$ cat src/rtl/count_sched_pkg.sv
// Shared constants, state encoding and overflow helper for the count scheduler.
package count_sched_pkg;

    localparam int unsigned CNT_W  = 8;
    localparam int unsigned STEP_W = 4;
    localparam int unsigned NDIG   = 3;
    localparam logic [CNT_W-1:0] CNT_MAX = 8'd255;

    typedef enum logic [1:0] {
        StIdle  = 2'd0,
        StRun   = 2'd1,
        StPause = 2'd2,
        StHold  = 2'd3
    } state_e;

    // True when applying stp in direction up would leave the 0..255 range.
    // Landing exactly on 0 or 255 is not an overflow.
    function automatic logic step_overflows(input logic              up,
                                            input logic [CNT_W-1:0]  cnt,
                                            input logic [STEP_W-1:0] stp);
        logic [CNT_W:0]   sum;
        logic [CNT_W-1:0] stp_ext;
        stp_ext = {{(CNT_W - STEP_W){1'b0}}, stp};
        sum     = {1'b0, cnt} + {1'b0, stp_ext};
        return up ? sum[CNT_W] : (stp_ext > cnt);
    endfunction

endpackage

$ cat src/rtl/pulse_div.sv
// Modulo-DIV cycle divider; tick is high during the last cycle of each period.
module pulse_div #(
    parameter int unsigned DIV = 4
) (
    input  logic clk,
    input  logic rst,
    input  logic clr,
    input  logic en,
    output logic tick
);

    localparam int unsigned W = (DIV > 1) ? $clog2(DIV) : 1;
    localparam logic [W-1:0] LAST = W'(DIV - 1);

    logic [W-1:0] cnt_q, cnt_d;

    assign tick = en && (cnt_q == LAST);

    // Next count: clear dominates, otherwise advance and wrap while enabled.
    always_comb begin
        cnt_d = cnt_q;
        if (clr) begin
            cnt_d = '0;
        end else if (en) begin
            cnt_d = tick ? '0 : cnt_q + W'(1);
        end
    end

    // Divider state register with synchronous reset.
    always_ff @(posedge clk) begin
        if (rst) begin
            cnt_q <= '0;
        end else begin
            cnt_q <= cnt_d;
        end
    end

endmodule

$ cat src/rtl/count_sched.sv
// Run/pause/saturation controller and digit-scan scheduler for the counter display.
module count_sched
    import count_sched_pkg::*;
#(
    parameter int unsigned TICK_DIV = 4,
    parameter int unsigned SCAN_DIV = 2
) (
    input  logic              clk,
    input  logic              rst,
    input  logic              start,
    input  logic              pause,
    input  logic              clear,
    input  logic              sat_mode,
    input  logic              up_down,
    input  logic [STEP_W-1:0] step,
    input  logic [CNT_W-1:0]  count,
    output logic              cnt_en,
    output logic              cnt_up,
    output logic [STEP_W-1:0] cnt_step,
    output logic              cnt_load,
    output logic [CNT_W-1:0]  cnt_load_val,
    output logic [1:0]        seg_sel,
    output logic [1:0]        state
);

    state_e              state_q, state_d;
    logic                cnt_en_q, cnt_en_d;
    logic                cnt_load_q, cnt_load_d;
    logic [CNT_W-1:0]    load_val_q, load_val_d;
    logic                cnt_up_q, cnt_up_d;
    logic [STEP_W-1:0]   cnt_step_q, cnt_step_d;
    logic [1:0]          seg_sel_q, seg_sel_d;

    logic run;
    logic tick;
    logic scan_tick;
    logic ovf;

    assign run = (state_q == StRun);

    // Prescaler only runs in RUN and is held at zero elsewhere, so every
    // entry to RUN starts a fresh full period.
    pulse_div #(
        .DIV (TICK_DIV)
    ) u_presc (
        .clk  (clk),
        .rst  (rst),
        .clr  (!run),
        .en   (run),
        .tick (tick)
    );

    pulse_div #(
        .DIV (SCAN_DIV)
    ) u_scan (
        .clk  (clk),
        .rst  (rst),
        .clr  (1'b0),
        .en   (1'b1),
        .tick (scan_tick)
    );

    // Evaluated against the live step/direction, which are what get latched on a tick.
    assign ovf = step_overflows(up_down, count, step);

    // FSM next state and registered pulse/step/direction outputs.
    always_comb begin
        state_d    = state_q;
        cnt_en_d   = 1'b0;
        cnt_load_d = 1'b0;
        load_val_d = load_val_q;
        cnt_up_d   = cnt_up_q;
        cnt_step_d = cnt_step_q;
        if (clear) begin
            state_d    = StIdle;
            cnt_load_d = 1'b1;
            load_val_d = '0;
        end else begin
            case (state_q)
                StIdle, StPause: begin
                    if (start) state_d = StRun;
                end
                StRun: begin
                    if (pause) begin
                        state_d = StPause;
                    end else if (tick) begin
                        cnt_step_d = step;
                        cnt_up_d   = up_down;
                        if (sat_mode && ovf) begin
                            cnt_load_d = 1'b1;
                            load_val_d = up_down ? CNT_MAX : '0;
                            state_d    = StHold;
                        end else begin
                            cnt_en_d = 1'b1;
                        end
                    end
                end
                StHold: begin
                    // cnt_up_q still holds the direction latched at saturation.
                    if (up_down != cnt_up_q) state_d = StRun;
                end
                default: state_d = StIdle;
            endcase
        end
    end

    // Digit select walks 0..NDIG-1 on each scan divider wrap.
    always_comb begin
        seg_sel_d = seg_sel_q;
        if (scan_tick) begin
            seg_sel_d = (seg_sel_q == 2'(NDIG - 1)) ? 2'd0 : seg_sel_q + 2'd1;
        end
    end

    // All scheduler state and outputs, synchronous reset.
    always_ff @(posedge clk) begin
        if (rst) begin
            state_q    <= StIdle;
            cnt_en_q   <= 1'b0;
            cnt_load_q <= 1'b0;
            load_val_q <= '0;
            cnt_up_q   <= 1'b1;
            cnt_step_q <= '0;
            seg_sel_q  <= 2'd0;
        end else begin
            state_q    <= state_d;
            cnt_en_q   <= cnt_en_d;
            cnt_load_q <= cnt_load_d;
            load_val_q <= load_val_d;
            cnt_up_q   <= cnt_up_d;
            cnt_step_q <= cnt_step_d;
            seg_sel_q  <= seg_sel_d;
        end
    end

    assign cnt_en       = cnt_en_q;
    assign cnt_load     = cnt_load_q;
    assign cnt_load_val = load_val_q;
    assign cnt_up       = cnt_up_q;
    assign cnt_step     = cnt_step_q;
    assign seg_sel      = seg_sel_q;
    assign state        = state_q;

endmodule

$ cat config.mk
export PLATFORM = sky130hd
export DESIGN_NAME = count_sched
export DESIGN_NICKNAME = d
export VERILOG_FILES = /design/src/rtl/count_sched_pkg.sv /design/src/rtl/pulse_div.sv /design/src/rtl/count_sched.sv
export SDC_FILE = /design/constraint.sdc
export NUM_CORES = 1
export LEC_CHECK = 0
export BUFFER_PORTS_ARGS = -buffer_cell sky130_fd_sc_hd__buf_2
export CORE_MARGIN = 3
export CORE_UTILIZATION = 40
export CTS_CLUSTER_DIAMETER = 60
export DETAILED_ROUTE_END_ITERATION = 16
export PLACE_DENSITY = 0.7
export REMOVE_ABC_BUFFERS = 1
export SLEW_MARGIN = 15
export SYNTH_ARGS = -nofsm -noshare
export SYNTH_HDL_FRONTEND = slang
export SYNTH_SLANG_ARGS = --single-unit
$ cat constraint.sdc
create_clock -name clk -period 1.9 [get_ports clk]
set_input_delay 0.095 -clock clk [delete_from_list [all_inputs] [get_ports clk]]
set_output_delay 0.095 -clock clk [all_outputs]
set_load 0.05 [all_outputs]
### Yosys cells after proc, flatten, opt, wreduce, memory -nomap -nowiden

Cells that the tools add are included.

| word-level totals | value |
|---|---|
| logic and storage cells | 54 |
| output and inout bits | 19 |
| input port bits | 19 |
| bits in registers | 22 |

| operators by class | value |
|---|---|
| reductions and logical operators | 11 |
| magnitude comparators | 1 |
| add/subtract/negate cells | 4 |
| mux-type cells | 15 |
| equality and inequality tests | 10 |
| bitwise logic cells | 4 |

Operator list:

| cell | number |
|---|---|
| $mux 2 | 6 |
| $reduce_and 4->1 | 3 |
| $add 8x4->9 | 1 |
| $eq 2x2->1 const B | 4 |
| $gt 4x8->1 | 1 |
| $mux 8 | 1 |
| $mux 1 | 7 |
| $ne 3x3->1 const B | 2 |
| $pmux 2 s3 | 1 |
| $reduce_or 2->1 | 3 |
| $reduce_or 5->1 | 1 |
| $add 2x1->2 const B | 2 |
| $ne 2x2->1 const B | 2 |
| $not 1->1 | 4 |
| $reduce_or 3->1 | 1 |
| $eq 2x1->1 const B | 1 |
| $logic_and 1x1->1 | 2 |
| $logic_not 2->1 | 1 |
| $add 1x1->1 const B | 1 |
| $ne 1x1->1 | 1 |

### Depth between registers and ports, before layout

Gate-level depths: netlist of the first run.

| depth | value |
|---|---|
| depth in word-level cells | 8 |
| mapped depth | 6 |
| gate-level depth less buffers | 6 |

### Hierarchy

A second synthesis of the first run with hierarchy kept.

| unflattened totals | value |
|---|---|
| cell total of the unflattened synthesis | 103 |
| area total of the unflattened synthesis | 907.1 um2 |

Modules (own cells, without submodules):

| module | area each (um2) | times used | cells each | sequential area each (um2) |
|---|---|---|---|---|
| count_sched | 759.5 | 1 | 90 | 240.2 |
| pulse_div (u_presc) | 101.3 | 1 | 9 | 40.0 |
| pulse_div (u_scan) | 46.3 | 1 | 4 | 20.0 |

### Worst setup path before layout of the first run

Ideal clock, no wire load.

| timing path | value |
|---|---|
| path type | reg2reg |
| from | register state_q[0] (netlist: state[0]) |
| to | register cnt_up_q (netlist: cnt_up) |
| data arrival time | 1.433 ns |
| setup time | 0.120 ns |
| buffers on the path | 0 |
| setup slack | 0.347 ns |
| data required time | 1.780 ns |
| clock period less this slack | 1.553 ns |
| stages on the path, launching flop included | 5 |
| path through | dfxtp_1 -> nand4bb_4 -> nor2_8 -> nor2b_1 -> a211o_1 |

| on the way | value |
|---|---|
| cells in the longest elaborated chain, start to end | 3 |

RTL lines:

| element | RTL line | RTL |
|---|---|---|
| from (decl) | count_sched.sv:26 | `state_e state_q, state_d;` |
| from (signal assigned) | count_sched.sv:118 | `state_q <= StIdle;` |
| from (signal assigned) | count_sched.sv:126 | `state_q <= state_d;` |
| $eq 2x1->1 (*) | count_sched.sv:39, count_sched.sv:79 |  |
| $logic_and 1x1->1 | pulse_div.sv:17 | `assign tick = en && (cnt_q == LAST);` |
| $reduce_and 4->1 (no line) (*) | -- |  |
| to (signal assigned) | count_sched.sv:130 | `cnt_up_q <= cnt_up_d;` |
| to (decl) | count_sched.sv:30 | `logic cnt_up_q, cnt_up_d;` |

Mark *: on every way between the ends. The rest lies on a longest branch, timed or not.
A chain may end at the register's enable or synchronous reset.

### Final worst setup path of the first run

| timing path | value |
|---|---|
| from | register u_presc.cnt_q[0] |
| to | register cnt_up_q (netlist: cnt_up) |

| on the way | value |
|---|---|
| cells in the longest elaborated chain, start to end | 3 |

RTL lines:

| element | RTL line | RTL |
|---|---|---|
| from (decl) | pulse_div.sv:15 | `logic [W-1:0] cnt_q, cnt_d;` |
| from (signal assigned) | pulse_div.sv:34 | `cnt_q <= cnt_d;` |
| $eq 2x2->1 | pulse_div.sv:17 |  |
| $logic_and 1x1->1 | pulse_div.sv:17 |  |
| $reduce_and 4->1 (no line) | -- |  |

Every way passes these cells.

==> results of run 1 <==
-- through the flow --
stage          TNS (ps)  area (um2)
4_1_cts               0        1100
6_report              0        1100
2_1_floorplan     -9960         857
5_1_grt               0        1100
3_5_place_dp          0        1080
3_3_place_gp          0        1080
-- routing by layer --
metal  share of wire (%)  vias up  wire length (um)  global-route usage [%]
met1                  44      363               837                    19.0
met2                  48       25               927                    25.4
met5                   0        -                 0                       0
met3                 7.3        2               139                    6.09
li1                    -      416                 -                       -
met4                0.63        0                12                    2.55
-- worst reg2reg max path, stage by stage (launching register included) --
cell and delay (ps):
dfxtp_1 350, ha_1 260, nand4bb_4 210, nor2_8 190, nor2b_1 70, a211o_1 270
-- cells in the mapped netlist (2+ instances only) --
cell	instances
a21o_1	2
a21oi_1	3
buf_4	7
dfxtp_1	15
ha_1	9
inv_1	9
mux2i_1	4
nand2_1	3
nand4_1	2
nor2_1	11
nor2b_1	3
nor3_1	3
nor4_1	3
nor4b_1	2
o211a_1	2
o211ai_1	4
o21a_1	2
-- layout make-up --
class / instances / area, um2 / area share, %
multi-input cells: 67 / 523 / 47.4
flip-flops and latches: 15 / 300 / 27.2
repair buffers: 37 / 185 / 16.8
inverters: 9 / 33.8 / 3.06
well taps: 27 / 33.8 / 3.06
clock buffers: 3 / 22.5 / 2.04
clock inverters: 1 / 5.00 / 0.454
-- flip-flops by register name, indices dropped and copies added (netlist names) --
| name | flops |
|---|---|
| seg_sel | 2 |
| u_presc.cnt_q | 2 |
| cnt_load_val | 1 |
| u_scan.cnt_q | 1 |
| cnt_load | 1 |
| cnt_en | 1 |
| cnt_up | 1 |
| state | 2 |
| cnt_step | 4 |
-- kinds of logic (layout without fill, tap and decap cells) --
family	after synthesis	count (layout)	share of synthesized area, %
DFF	15	15	32.9
xor gates and xnor gates	1	1	0.959
and+or+nand+nor	34	34	23.8
buffers and inverters	17	50	9.86
AOI/OAI and AO/OA	18	18	14.5
adders and majority gates	9	9	12.3
muxes	5	5	5.62
-- power breakdown --
group	switching [mW]	internal, mW	total (mW)
combinational	0.0652	0.0422	0.107
clock	0.105	0.0783	0.183
sequential	0.00682	0.322	0.328
total	0.177	0.442	0.619
-- worst min path at each step --
stage	slack, ps	to	start	cells after the start
finish	30	state[0]	pause	2
global route	40	state[0]	pause	2
floorplan	160	u_scan.cnt_q	rst	1
global placement	330	state[0]	pause	2
CTS	30	state[0]	pause	2
detailed placement	340	state[0]	pause	2
==> flow_metrics.tcl, run 1 <==
set metrics [dict create \
    die_area_mm2 0.00289 \
    wl_per_cell_um 12.1 \
    syn-cell-area_um2 913 \
    cts_root_buf "clkbuf_4" \
    fin_skew_ps 5.97 \
    hold_class "input pin to flip-flop" \
    crit_required_ps 2080 \
    slew_headroom_pct 72.8 \
    clk_latency_ps 290 \
    hold_viol_final 0 \
    synth.avg_cell_area_um2 9.23 \
    crit_chain "ha_1, nand4bb_4, nor2_8, nor2b_1, a211o_1" \
    drt-total-wl_um 1920 \
    gp_congestion 0.864 \
    finalCriticalPeriod_ps 1450 \
    worstMarginPinSlew_ps 404 \
    critPathKind "flip-flop to flip-flop" \
    synth-warning-count 0 \
    ys_seq_area_share_pct 32.9 \
    yosys.area.top_type "dfxtp_1" \
    io_pins 38 \
    cts_resized 0 \
    grt_pass1_vias 766 \
    start_util_pct 44.3 \
    reg2regPathDepth 5 \
    fin_crit_sh_pct 76.5 \
    powerDensity_mw_per_mm2 561 \
    cp.depth 5 \
    vias 806 \
    rows 16 \
    antenna_found_initial 0 \
    dpl.hpwl_um 1570 \
    crit_fanout 6 \
    preCtsSetupSlack_ps 402 \
    fin_util_pct 53.5 \
    r2r-start "u_presc.cnt_q[0]" \
    cts_buffers 3 \
    fillCellCount 216 \
    leakage_nw 0.562 \
    ys_async_sr_fraction_pct 0 \
    grt_overflow_total 0 \
    stdcell_count 159 \
    clk_pin_slew_ps 90 \
    final_common_cell "buf_2" \
    synth_edf_count 0 \
    crit_path_end_kind "flip-flop" \
    setup_viol 0 \
    status "completed" \
    cts_sinks 15 \
    rrSetupSlack_ps 450 \
    arrival_ps 1640 \
    htreeDepth 1 \
    layout-drive-gt1-share_pct 33.3 \
    firstDrtPassIters 4 \
    rsz0062_at_grt "false" \
    synth_cells 99 \
    grt_max_degree 15 \
    chipHeight_um 53.8 \
    postCtsSetupRepairBufs 0 \
    nets 161 \
    critPathSlowestCell "dfxtp_1" \
    cap_violations 0 \
    total_power_uw 619 \
    fmax_ghz 0.688 \
    ant_nets 0 \
    worst_slack_ps 446 \
    drc 0 \
    numPortBuffers 37 \
    layout_common_cells "buf_2, dfxtp_1, nor2_1" \
    cts_buffer_depth 2 \
    cts_hold_buffers 0 \
    drtIter0Drc 13 \
    path_delay_family "simple AND/OR/NAND/NOR gates" \
    dp.cells 155 \
    startpoint_type "flip-flop" \
    synthFlopType "dfxtp_1" \
    slew_violations 0 \
    ys_types 32 \
    cts_tree "yes" \
    irDropWorstVdd_v 0.000467 \
    yosysTopAreaCellShare_pct 32.9 \
    finalHoldWorstSlack_ps 30.5 \
    synthTopCellsByArea "dfxtp_1, ha_1, buf_4, nor2_1, mux2i_1" \
    max_stage_delay_ps 350 \
    synthToLayoutAreaGrowth_pct 20.8 \
    grt_pass1_wl_um 3220 \
    core_area_mm2 0.00206 \
    worst-path-buf-inv 0 \
    grt_usage_pct 15.4 \
    num_antenna_cells 0 \
    avgViaCountPerCell 5.07 \
    r2r-end "cnt_up" \
    ys_seq_elements 15 \
    startpoint "u_presc.cnt_q[0]" \
    dieWidth_um 53.8 \
    crit_end "cnt_up" \
]
(Power assumes the default switching activity.)
==> inputs of run 2 (changes only) <==
Settings changed: PLACE_DENSITY 0.7 to 0.72.
Clock period 1.9 ns to 1.31 ns, I/O delays scaled along.
==> flow_metrics.tcl, run 2 (synthesized netlist as in run 1, its figures left out) <==
set metrics [dict create \
    htreeDepth 1 \
    num_antenna_cells 0 \
    vias 853 \
    crit_fanout 6 \
    leakage_nw 0.605 \
    powerDensity_mw_per_mm2 770 \
    grt_pass1_wl_um 3220 \
    cts_buffers 3 \
    numPortBuffers 37 \
    cts_sinks 15 \
    die_area_mm2 0.00289 \
    drc 0 \
    layout_common_cells "buf_2, dfxtp_1, nor2_1" \
    rows 16 \
    antenna_found_initial 0 \
    fin_crit_sh_pct 98.5 \
    crit_required_ps 1500 \
    firstDrtPassIters 4 \
    top_layer "met4" \
    pwr-share-comb_pct 19.8 \
    clkPwrFrac_pct 28.7 \
    min_path_cells 3 \
    postCtsSetupRepairBufs 0 \
    clk_pin_slew_ps 90 \
    status "completed" \
    drtIter0Drc 16 \
    final_common_cell "buf_2" \
    reg2regPathDepth 5 \
    internal_power_uw 660 \
    crit_path_end_kind "flip-flop" \
    grt_usage_pct 15.5 \
    arrival_ps 1480 \
    dieWidth_um 53.8 \
    hold_viol_final 0 \
    switchingPower_uw 264 \
    io_pins 38 \
    dp.cells 163 \
    core_area_mm2 0.00206 \
    r2r-start "u_presc.cnt_q[0]" \
    r2r-end "cnt_up" \
    wl_met1_um 903 \
    finalCriticalPeriod_ps 1290 \
    cts_root_buf "clkbuf_4" \
    startpoint_type "flip-flop" \
    fin_skew_ps 6.95 \
    met2WireLength_um 981 \
    worstMarginPinSlew_ps 280 \
    hold_end "cnt_step[0]" \
    irDropWorstVdd_v 0.000530 \
    swShare_pct 28.6 \
    gp_congestion 0.809 \
    largest_register_ffs 4 \
    cts_buffer_depth 2 \
    nets 170 \
    rrSetupSlack_ps 20 \
    synthToLayoutAreaGrowth_pct 31.4 \
    cts_tree "yes" \
    setup_viol 0 \
    slew_headroom_pct 81.1 \
    dpl.hpwl_um 1620 \
    fmax_ghz 0.775 \
    avgViaCountPerCell 5.08 \
    hold_class "input pin to flip-flop" \
    grt_pass1_vias 773 \
    layout-drive-gt1-share_pct 40.4 \
    min_from "step[0]" \
    rsz0062_at_grt "true" \
    grt_overflow_total 0 \
    stdcell_count 168 \
    seqPwrFrac_pct 51.5 \
    chipHeight_um 53.8 \
    grt_max_degree 14 \
    wl_per_cell_um 12.2 \
    slew_violations 0 \
    drt-total-wl_um 2050 \
    wl_met3_um 148 \
    cap_violations 0 \
    clk_latency_ps 280 \
    critPathKind "flip-flop to flip-flop" \
    start_util_pct 44.3 \
    fin_util_pct 58.2 \
    tns_ps 0 \
    ant_nets 0 \
]
==> run 2: cell count changes in the layout (fill, tap and decap cells not counted), sizes merged <==
cell,delta
buf,+8
dlygate4sd3,+1
==> run 2: what timing repair did <==
action	4_1_cts	5_1_grt
setup endpoints to repair	7	7
resized for setup	4	2
endpoints found under the hold margin	1	0
pin swaps	3	3
hold buffers	1	0
==> run 2: per-stage QoR <==
step / hold slack (ps) / power, mW / worst slack (ps) / instance area [um2]
after floorplan: 132 / 0.576 / -2010 / 857
after global placement: 299 / 0.657 / -121 / 1140
after detailed placement: 312 / 0.664 / -145 / 1140
after CTS: 40.8 / 0.934 / 21.2 / 1190
after global routing: 62.9 / 0.982 / -42.0 / 1200
final: 43.1 / 0.924 / 19.7 / 1200
==> run 2: layer usage <==
| layer | vias up | GRT usage, % |
|---|---|---|
| met3 | 6 | 2.49 |
| met2 | 36 | 27.0 |
| met5 | - | 0 |
| met1 | 381 | 18.7 |
| li1 | 430 | - |
| met4 | 0 | 6.38 |
==> run 2: critical path, cell delays in order, from the launching register on <==
cell and delay (ps):
dfxtp_2 360, ha_4 150, nand4bb_4 200, nor2_8 200
nor2b_1 70, a211o_1 210
==> run 2: final cells by class <==
class	instances	area [um2]
clock buffer	3	22.5
clock inverter	1	5.00
fill	198	862
inverter	9	33.8
multi-input combinational	67	547
sequential	15	303
tap	27	33.8
timing repair buffer	46	255
==> run 2: worst max path at each step <==
stage,startpoint,endpoint,slack (ps),cells after the start
2_1_floorplan,cnt_load_val[6],cnt_load_val[6],-2010,2
3_3_place_gp,step[1],cnt_load,-120,6
3_5_place_dp,step[1],cnt_load,-140,6
4_1_cts,u_presc.cnt_q[0],cnt_up,20,5
5_1_grt,u_presc.cnt_q[0],cnt_step[1],-40,5
6_report,u_presc.cnt_q[0],cnt_up,20,5
==> run 2: power groups by stage <==
stage	combinational [mW]	clock [mW]	sequential, mW
floorplan	0.0651	0	0.511
global placement	0.173	0	0.485
detailed placement	0.178	0	0.486
CTS	0.182	0.277	0.476
global route	0.202	0.303	0.477
finish	0.183	0.265	0.476
